[config.mk]
export PLATFORM = sky130hd
export DESIGN_NAME = mem_port_arbiter_flat
export DESIGN_NICKNAME = d
export VERILOG_FILES = /design/src/rtl/mem_port_arbiter_if.sv /design/src/rtl/mem_port_arbiter.sv /design/src/flat_wrapper.sv
export SDC_FILE = /design/constraint.sdc
export NUM_CORES = 1
export LEC_CHECK = 0
export ABC_CLOCK_PERIOD_IN_PS = 1640
export BUFFER_PORTS_ARGS = -buffer_cell sky130_fd_sc_hd__buf_2
export CAP_MARGIN = 20
export CORE_ASPECT_RATIO = 1.2
export CORE_MARGIN = 2
export CORE_UTILIZATION = 39
export DETAILED_ROUTE_END_ITERATION = 12
export PLACE_DENSITY_LB_ADDON = 0.05
export REMOVE_ABC_BUFFERS = 1
export SKIP_CTS_REPAIR_TIMING = 1
export SKIP_LAST_GASP = 1
export SYNTH_ARGS = -nofsm -noshare
export SYNTH_HDL_FRONTEND = slang
export SYNTH_SLANG_ARGS = --single-unit
[constraint.sdc]
create_clock -name clk -period 1.64 [get_ports clk]
set_input_delay 0.492 -clock clk [delete_from_list [all_inputs] [get_ports clk]]
set_output_delay 0.492 -clock clk [all_outputs]
set_load 0.005 [all_outputs]
[src/rtl/mem_port_arbiter_if.sv]
// Bus bundle between the CPU load/store port, the peripheral master and the
// single-ported data memory. The arbiter takes the slave view; the environment takes the master view.
interface mem_port_arbiter_if #(
    parameter int WIDTH  = 16,
    parameter int ADDR_W = 16
);
    logic              cpu_req;
    logic              cpu_we;
    logic [ADDR_W-1:0] cpu_adr;
    logic [WIDTH-1:0]  cpu_wdata;
    logic [WIDTH-1:0]  cpu_rdata;
    logic              cpu_ack;

    logic              dev_req;
    logic              dev_we;
    logic [ADDR_W-1:0] dev_adr;
    logic [WIDTH-1:0]  dev_wdata;
    logic [WIDTH-1:0]  dev_rdata;
    logic              dev_ack;
    logic              dev_err;

    logic [ADDR_W-1:0] mem_adr;
    logic [WIDTH-1:0]  mem_wdata;
    logic              mem_we;
    logic [WIDTH-1:0]  mem_rdata;

    logic              busy;

    modport slave (
        input  cpu_req, cpu_we, cpu_adr, cpu_wdata,
        output cpu_rdata, cpu_ack,
        input  dev_req, dev_we, dev_adr, dev_wdata,
        output dev_rdata, dev_ack, dev_err,
        output mem_adr, mem_wdata, mem_we,
        input  mem_rdata,
        output busy
    );

    modport master (
        output cpu_req, cpu_we, cpu_adr, cpu_wdata,
        input  cpu_rdata, cpu_ack,
        output dev_req, dev_we, dev_adr, dev_wdata,
        input  dev_rdata, dev_ack, dev_err,
        input  mem_adr, mem_wdata, mem_we,
        output mem_rdata,
        input  busy
    );
endinterface

[src/rtl/mem_port_arbiter.sv]
// Round-robin arbiter sharing one synchronous data memory between the CPU and a
// peripheral master; peripheral writes into the protected low region are dropped and flagged.
module mem_port_arbiter #(
    parameter int                WIDTH      = 16,
    parameter int                ADDR_W     = 16,
    parameter logic [ADDR_W-1:0] PROT_LIMIT = 16'h5FFF
) (
    input logic               clk,
    input logic               reset,
    mem_port_arbiter_if.slave bus
);

    typedef enum logic [1:0] {
        S_IDLE,
        S_ACCESS,
        S_RESP
    } state_t;

    state_t             r_state;
    logic               r_last_dev;
    logic               r_owner_dev;
    logic               r_blocked;
    logic [ADDR_W-1:0]  r_adr;
    logic [WIDTH-1:0]   r_wdata;
    logic               r_mem_we;
    logic               r_cpu_ack;
    logic               r_dev_ack;
    logic               r_dev_err;
    logic               r_busy;

    logic               w_any_req;
    logic               w_pick_dev;
    logic               w_sel_we;
    logic [ADDR_W-1:0]  w_sel_adr;
    logic [WIDTH-1:0]   w_sel_wdata;
    logic               w_block;

    // Under a tie the requester that did not win last time takes the grant.
    always_comb begin
        w_any_req   = bus.cpu_req | bus.dev_req;
        w_pick_dev  = bus.dev_req & (~bus.cpu_req | ~r_last_dev);
        w_sel_we    = w_pick_dev ? bus.dev_we    : bus.cpu_we;
        w_sel_adr   = w_pick_dev ? bus.dev_adr   : bus.cpu_adr;
        w_sel_wdata = w_pick_dev ? bus.dev_wdata : bus.cpu_wdata;
        w_block     = w_pick_dev & bus.dev_we & (bus.dev_adr <= PROT_LIMIT);
    end

    always_ff @(posedge clk) begin
        if (reset) begin
            r_state     <= S_IDLE;
            r_last_dev  <= 1'b1;
            r_owner_dev <= 1'b0;
            r_blocked   <= 1'b0;
            r_adr       <= '0;
            r_wdata     <= '0;
            r_mem_we    <= 1'b0;
            r_cpu_ack   <= 1'b0;
            r_dev_ack   <= 1'b0;
            r_dev_err   <= 1'b0;
            r_busy      <= 1'b0;
        end else begin
            r_mem_we  <= 1'b0;
            r_cpu_ack <= 1'b0;
            r_dev_ack <= 1'b0;
            r_dev_err <= 1'b0;
            case (r_state)
                S_IDLE, S_RESP: begin
                    if (w_any_req) begin
                        r_state     <= S_ACCESS;
                        r_owner_dev <= w_pick_dev;
                        r_last_dev  <= w_pick_dev;
                        r_blocked   <= w_block;
                        r_adr       <= w_sel_adr;
                        r_wdata     <= w_sel_wdata;
                        r_mem_we    <= w_sel_we & ~w_block;
                        r_busy      <= 1'b1;
                    end else begin
                        r_state <= S_IDLE;
                        r_busy  <= 1'b0;
                    end
                end
                S_ACCESS: begin
                    r_state   <= S_RESP;
                    r_cpu_ack <= ~r_owner_dev;
                    r_dev_ack <= r_owner_dev;
                    r_dev_err <= r_blocked;
                end
                default: begin
                    r_state <= S_IDLE;
                    r_busy  <= 1'b0;
                end
            endcase
        end
    end

    // Address/data registers are loaded at grant, so they drive memory during ACCESS and hold afterwards.
    assign bus.mem_adr   = r_adr;
    assign bus.mem_wdata = r_wdata;
    assign bus.mem_we    = r_mem_we;
    assign bus.cpu_ack   = r_cpu_ack;
    assign bus.dev_ack   = r_dev_ack;
    assign bus.dev_err   = r_dev_err;
    assign bus.busy      = r_busy;
    assign bus.cpu_rdata = bus.mem_rdata;
    assign bus.dev_rdata = bus.mem_rdata;

endmodule

[src/flat_wrapper.sv]
// flat-port wrapper written by rule: the top's interface ports become plain ports
module mem_port_arbiter_flat 
#(
    parameter int                WIDTH      = 16,
    parameter int                ADDR_W     = 16,
    parameter logic [ADDR_W-1:0] PROT_LIMIT = 16'h5FFF
)
  (clk, reset, bus_cpu_req, bus_cpu_we, bus_cpu_adr, bus_cpu_wdata, bus_cpu_rdata, bus_cpu_ack, bus_dev_req, bus_dev_we, bus_dev_adr, bus_dev_wdata, bus_dev_rdata, bus_dev_ack, bus_dev_err, bus_mem_adr, bus_mem_wdata, bus_mem_we, bus_mem_rdata, bus_busy);
  mem_port_arbiter_if #(.WIDTH(WIDTH), .ADDR_W(ADDR_W)) bus_i ();
  input logic clk;
  input logic reset;
  input wire logic [$bits(bus_i.cpu_req)-1:0] bus_cpu_req;
  input wire logic [$bits(bus_i.cpu_we)-1:0] bus_cpu_we;
  input wire logic [$bits(bus_i.cpu_adr)-1:0] bus_cpu_adr;
  input wire logic [$bits(bus_i.cpu_wdata)-1:0] bus_cpu_wdata;
  output wire logic [$bits(bus_i.cpu_rdata)-1:0] bus_cpu_rdata;
  output wire logic [$bits(bus_i.cpu_ack)-1:0] bus_cpu_ack;
  input wire logic [$bits(bus_i.dev_req)-1:0] bus_dev_req;
  input wire logic [$bits(bus_i.dev_we)-1:0] bus_dev_we;
  input wire logic [$bits(bus_i.dev_adr)-1:0] bus_dev_adr;
  input wire logic [$bits(bus_i.dev_wdata)-1:0] bus_dev_wdata;
  output wire logic [$bits(bus_i.dev_rdata)-1:0] bus_dev_rdata;
  output wire logic [$bits(bus_i.dev_ack)-1:0] bus_dev_ack;
  output wire logic [$bits(bus_i.dev_err)-1:0] bus_dev_err;
  output wire logic [$bits(bus_i.mem_adr)-1:0] bus_mem_adr;
  output wire logic [$bits(bus_i.mem_wdata)-1:0] bus_mem_wdata;
  output wire logic [$bits(bus_i.mem_we)-1:0] bus_mem_we;
  input wire logic [$bits(bus_i.mem_rdata)-1:0] bus_mem_rdata;
  output wire logic [$bits(bus_i.busy)-1:0] bus_busy;
  assign bus_i.cpu_req = bus_cpu_req;
  assign bus_i.cpu_we = bus_cpu_we;
  assign bus_i.cpu_adr = bus_cpu_adr;
  assign bus_i.cpu_wdata = bus_cpu_wdata;
  assign bus_cpu_rdata = bus_i.cpu_rdata;
  assign bus_cpu_ack = bus_i.cpu_ack;
  assign bus_i.dev_req = bus_dev_req;
  assign bus_i.dev_we = bus_dev_we;
  assign bus_i.dev_adr = bus_dev_adr;
  assign bus_i.dev_wdata = bus_dev_wdata;
  assign bus_dev_rdata = bus_i.dev_rdata;
  assign bus_dev_ack = bus_i.dev_ack;
  assign bus_dev_err = bus_i.dev_err;
  assign bus_mem_adr = bus_i.mem_adr;
  assign bus_mem_wdata = bus_i.mem_wdata;
  assign bus_mem_we = bus_i.mem_we;
  assign bus_i.mem_rdata = bus_mem_rdata;
  assign bus_busy = bus_i.busy;
  mem_port_arbiter #(.WIDTH(WIDTH), .ADDR_W(ADDR_W), .PROT_LIMIT(PROT_LIMIT)) u_core (.clk(clk), .reset(reset), .bus(bus_i));
endmodule
==> results.yml <==
global_route:
  grt_pass1_vias: 1820
  antenna_found_initial: 0
  grt_pass1_wl_microns: 8670
  gr-max-usage-layer: "met2"
  gr-usage-met2: 0.302
  use_met1: 0.249
  overflow: 0
  track_usage: 0.208
  grt_max_degree: 25
  use_met3: 0.140
worst_setup_path:
  critPathBufInv: 1
  critPathRequiredTime_ns: 1.15
  cp_top_family: "flip-flops"
  max_stage_delay_ns: 0.35
  crit_slowest_cell: "dfxtp_1"
  r2r_slack_ns: 0.42
  crit_chain: "buf_2"
  critical_path_class: "reg -> out"
  r2r-start: "u_core.r_state[0]"
  cp_max_fo: 2
  cp.depth: 1
  endpoint_kind: "primary output"
  cp-startpoint: "u_core.bus.mem_adr[14]"
  cp.arrival_ns: 0.76
  crit_path_end: "bus_mem_adr[14]"
  rr_endpoint: "u_core.bus.mem_wdata[6]"
  r2r_cells: 4
  worstSetupStartpointType: "flip-flop"
floorplanning:
  num_rows: 28
  start_util: 0.401
  die-area_sq_um: 5590
  core_area_sq_um: 4870
  fp.dieH_microns: 81.5
  dieWidth_microns: 68.6
  io_pins: 155
power_and_ir_drop:
  vdd_drop_max_mv: 0.458
  p_total_mw: 2.34
  powerDensity_nw_per_um2: 958
  leakage_nw: 1.24
placed_design:
  place_congestion: 0.710
  dp_hpwl_microns: 4080
  io_buffers: 106
  place_area_sq_um: 2350
sta:
  setup_viol: 0
  relSlewSlack: 0.709
  drv_slew: 0
  final_hold_viol_count: 0
  rsz0062_at_grt: "no"
  whs_ns: 0.424
  skew_ns: 0.00568
  tightest_slew_ns: 0.435
  min_period_ns: 1.25
  fin_crit_sh: 0.761
  fmax_ghz: 0.801
run:
  cap_violations: 0
finish:
  fillers: 497
  area_delta_synth_final_pct: 24.8
  fin_area_sq_um: 2440
  fin_nets: 404
  multi_input_area_sq_um: 793
  mostFrequentLayoutCell: "buf_2"
  final-seq-area_sq_um: 841
  drive_gt1_frac: 0.401
  layout_common_cells: "buf_2, dfxtp_1, nor2_1"
  n_antenna_cell: 0
drt:
  via_per_inst: 5.06
  vias: 1918
  wl_microns: 5520
  drt_iter0_markers: 100
  drtPass1Iterations: 4
  post_drt_wl_per_cell_microns: 14.6
  postRouteAntennaNets: 0
  drc: 0
clocking:
  cts.sinks: 42
  cts_tree: "done"
  worstSkewPairLatency_ns: 0.28
  cts-root-buf: "clkbuf_8"
  cts_max_level: 2
  path_clk_slew_ns: 0.08
  cts_buffer_depth: 2
  cts_buffers: 5
yosys:
  yosys_warnings: 0
  yosysSeqAreaShare: 0.430
  synthTopCellsByArea: "dfxtp_1, a211oi_1, buf_4"
  ys_types: 24
  synthCells: 242
  synth-seq-cells: 42
  synth_edf_count: 0
  synthFlopType: "dfxtp_1"
  netlist_area_sq_um: 1950
  avgSynthCellArea_sq_um: 8.07
  synth_top_area_frac: 0.430
  synth.largest_area_cell: "dfxtp_1"
  ys_async_sr_fraction: 0
outcome:
  status: "completed"
worst_hold_path:
  hp-class: "in -> reg"
layout make-up:
cell class / count / area share
Sequential cell: 42 / 0.345
Clock inverter: 1 / 0.00205
Clock buffer: 7 / 0.0354
Tap cell: 60 / 0.0308
Multi-Input combinational cell: 150 / 0.325
Timing Repair Buffer: 118 / 0.260
Inverter: 1 / 0.00154
synth_stat cells (2+ instances only):
cell type and number:
clkbuf_1 13, nand2_1 34, a21oi_1 33, a21o_1 2, buf_2 3, dfxtp_1 42
nor2_1 35, buf_4 32, a211oi_1 32, and2_1 2
flip-flops by register name (all words and copies together), names as in the netlist:
register	count
u_core.bus.mem_we	1
u_core.r_blocked	1
u_core.r_state	2
u_core.bus.busy	1
u_core.bus.cpu_ack	1
u_core.bus.mem_wdata	16
u_core.r_owner_dev	1
u_core.bus.mem_adr	16
u_core.bus.dev_err	1
u_core.r_last_dev	1
u_core.bus.dev_ack	1
metrics by stage:
step	utilization	TNS, ns	worst slack [ns]	cells
global placement	0.482	0	0.145	371
CTS	0.501	0	0.383	379
finish	0.501	0	0.392	379
floorplan	-	-0.922	-0.0282	193
detailed placement	0.482	0	0.132	371
global route	0.501	0	0.230	379
kinds of logic (layout without fill, tap and decap cells):
logic type | Yosys count | in the layout | synth area share
buf+inv | 50 | 127 | 0.163
compound gates | 74 | 74 | 0.250
simple gates | 76 | 76 | 0.156
flops | 42 | 42 | 0.430
per-layer routing:
layer  vias to the layer above  part of all wire
li1                        945                 -
met2                        97              0.44
met4                         0            0.0042
met1                       872              0.42
met3                         4              0.14
met5                         -                 0
how the worst min path moves through the flow:
| stage | from | to | slack (ns) | cells past startpoint |
|---|---|---|---|---|
| 5_1_grt | reset | u_core.r_state[1] | 0.42 | 2 |
| 2_1_floorplan | u_core.r_state[1] | u_core.r_state[1] | 0.41 | 1 |
| 3_3_place_gp | u_core.r_state[1] | u_core.r_state[1] | 0.44 | 1 |
| 4_1_cts | reset | u_core.r_state[1] | 0.42 | 2 |
| 3_5_place_dp | u_core.bus.busy | u_core.bus.busy | 0.44 | 1 |
| 6_report | reset | u_core.r_state[1] | 0.42 | 2 |
where the power goes:
group          internal, mW  switching [mW]  total [mW]
Clock                 0.340           0.336       0.676
Combinational         0.247           0.254       0.501
Sequential             1.11          0.0452        1.16
Total                  1.70           0.636        2.34
No activity file was read; power rests on OpenSTA's default activity.
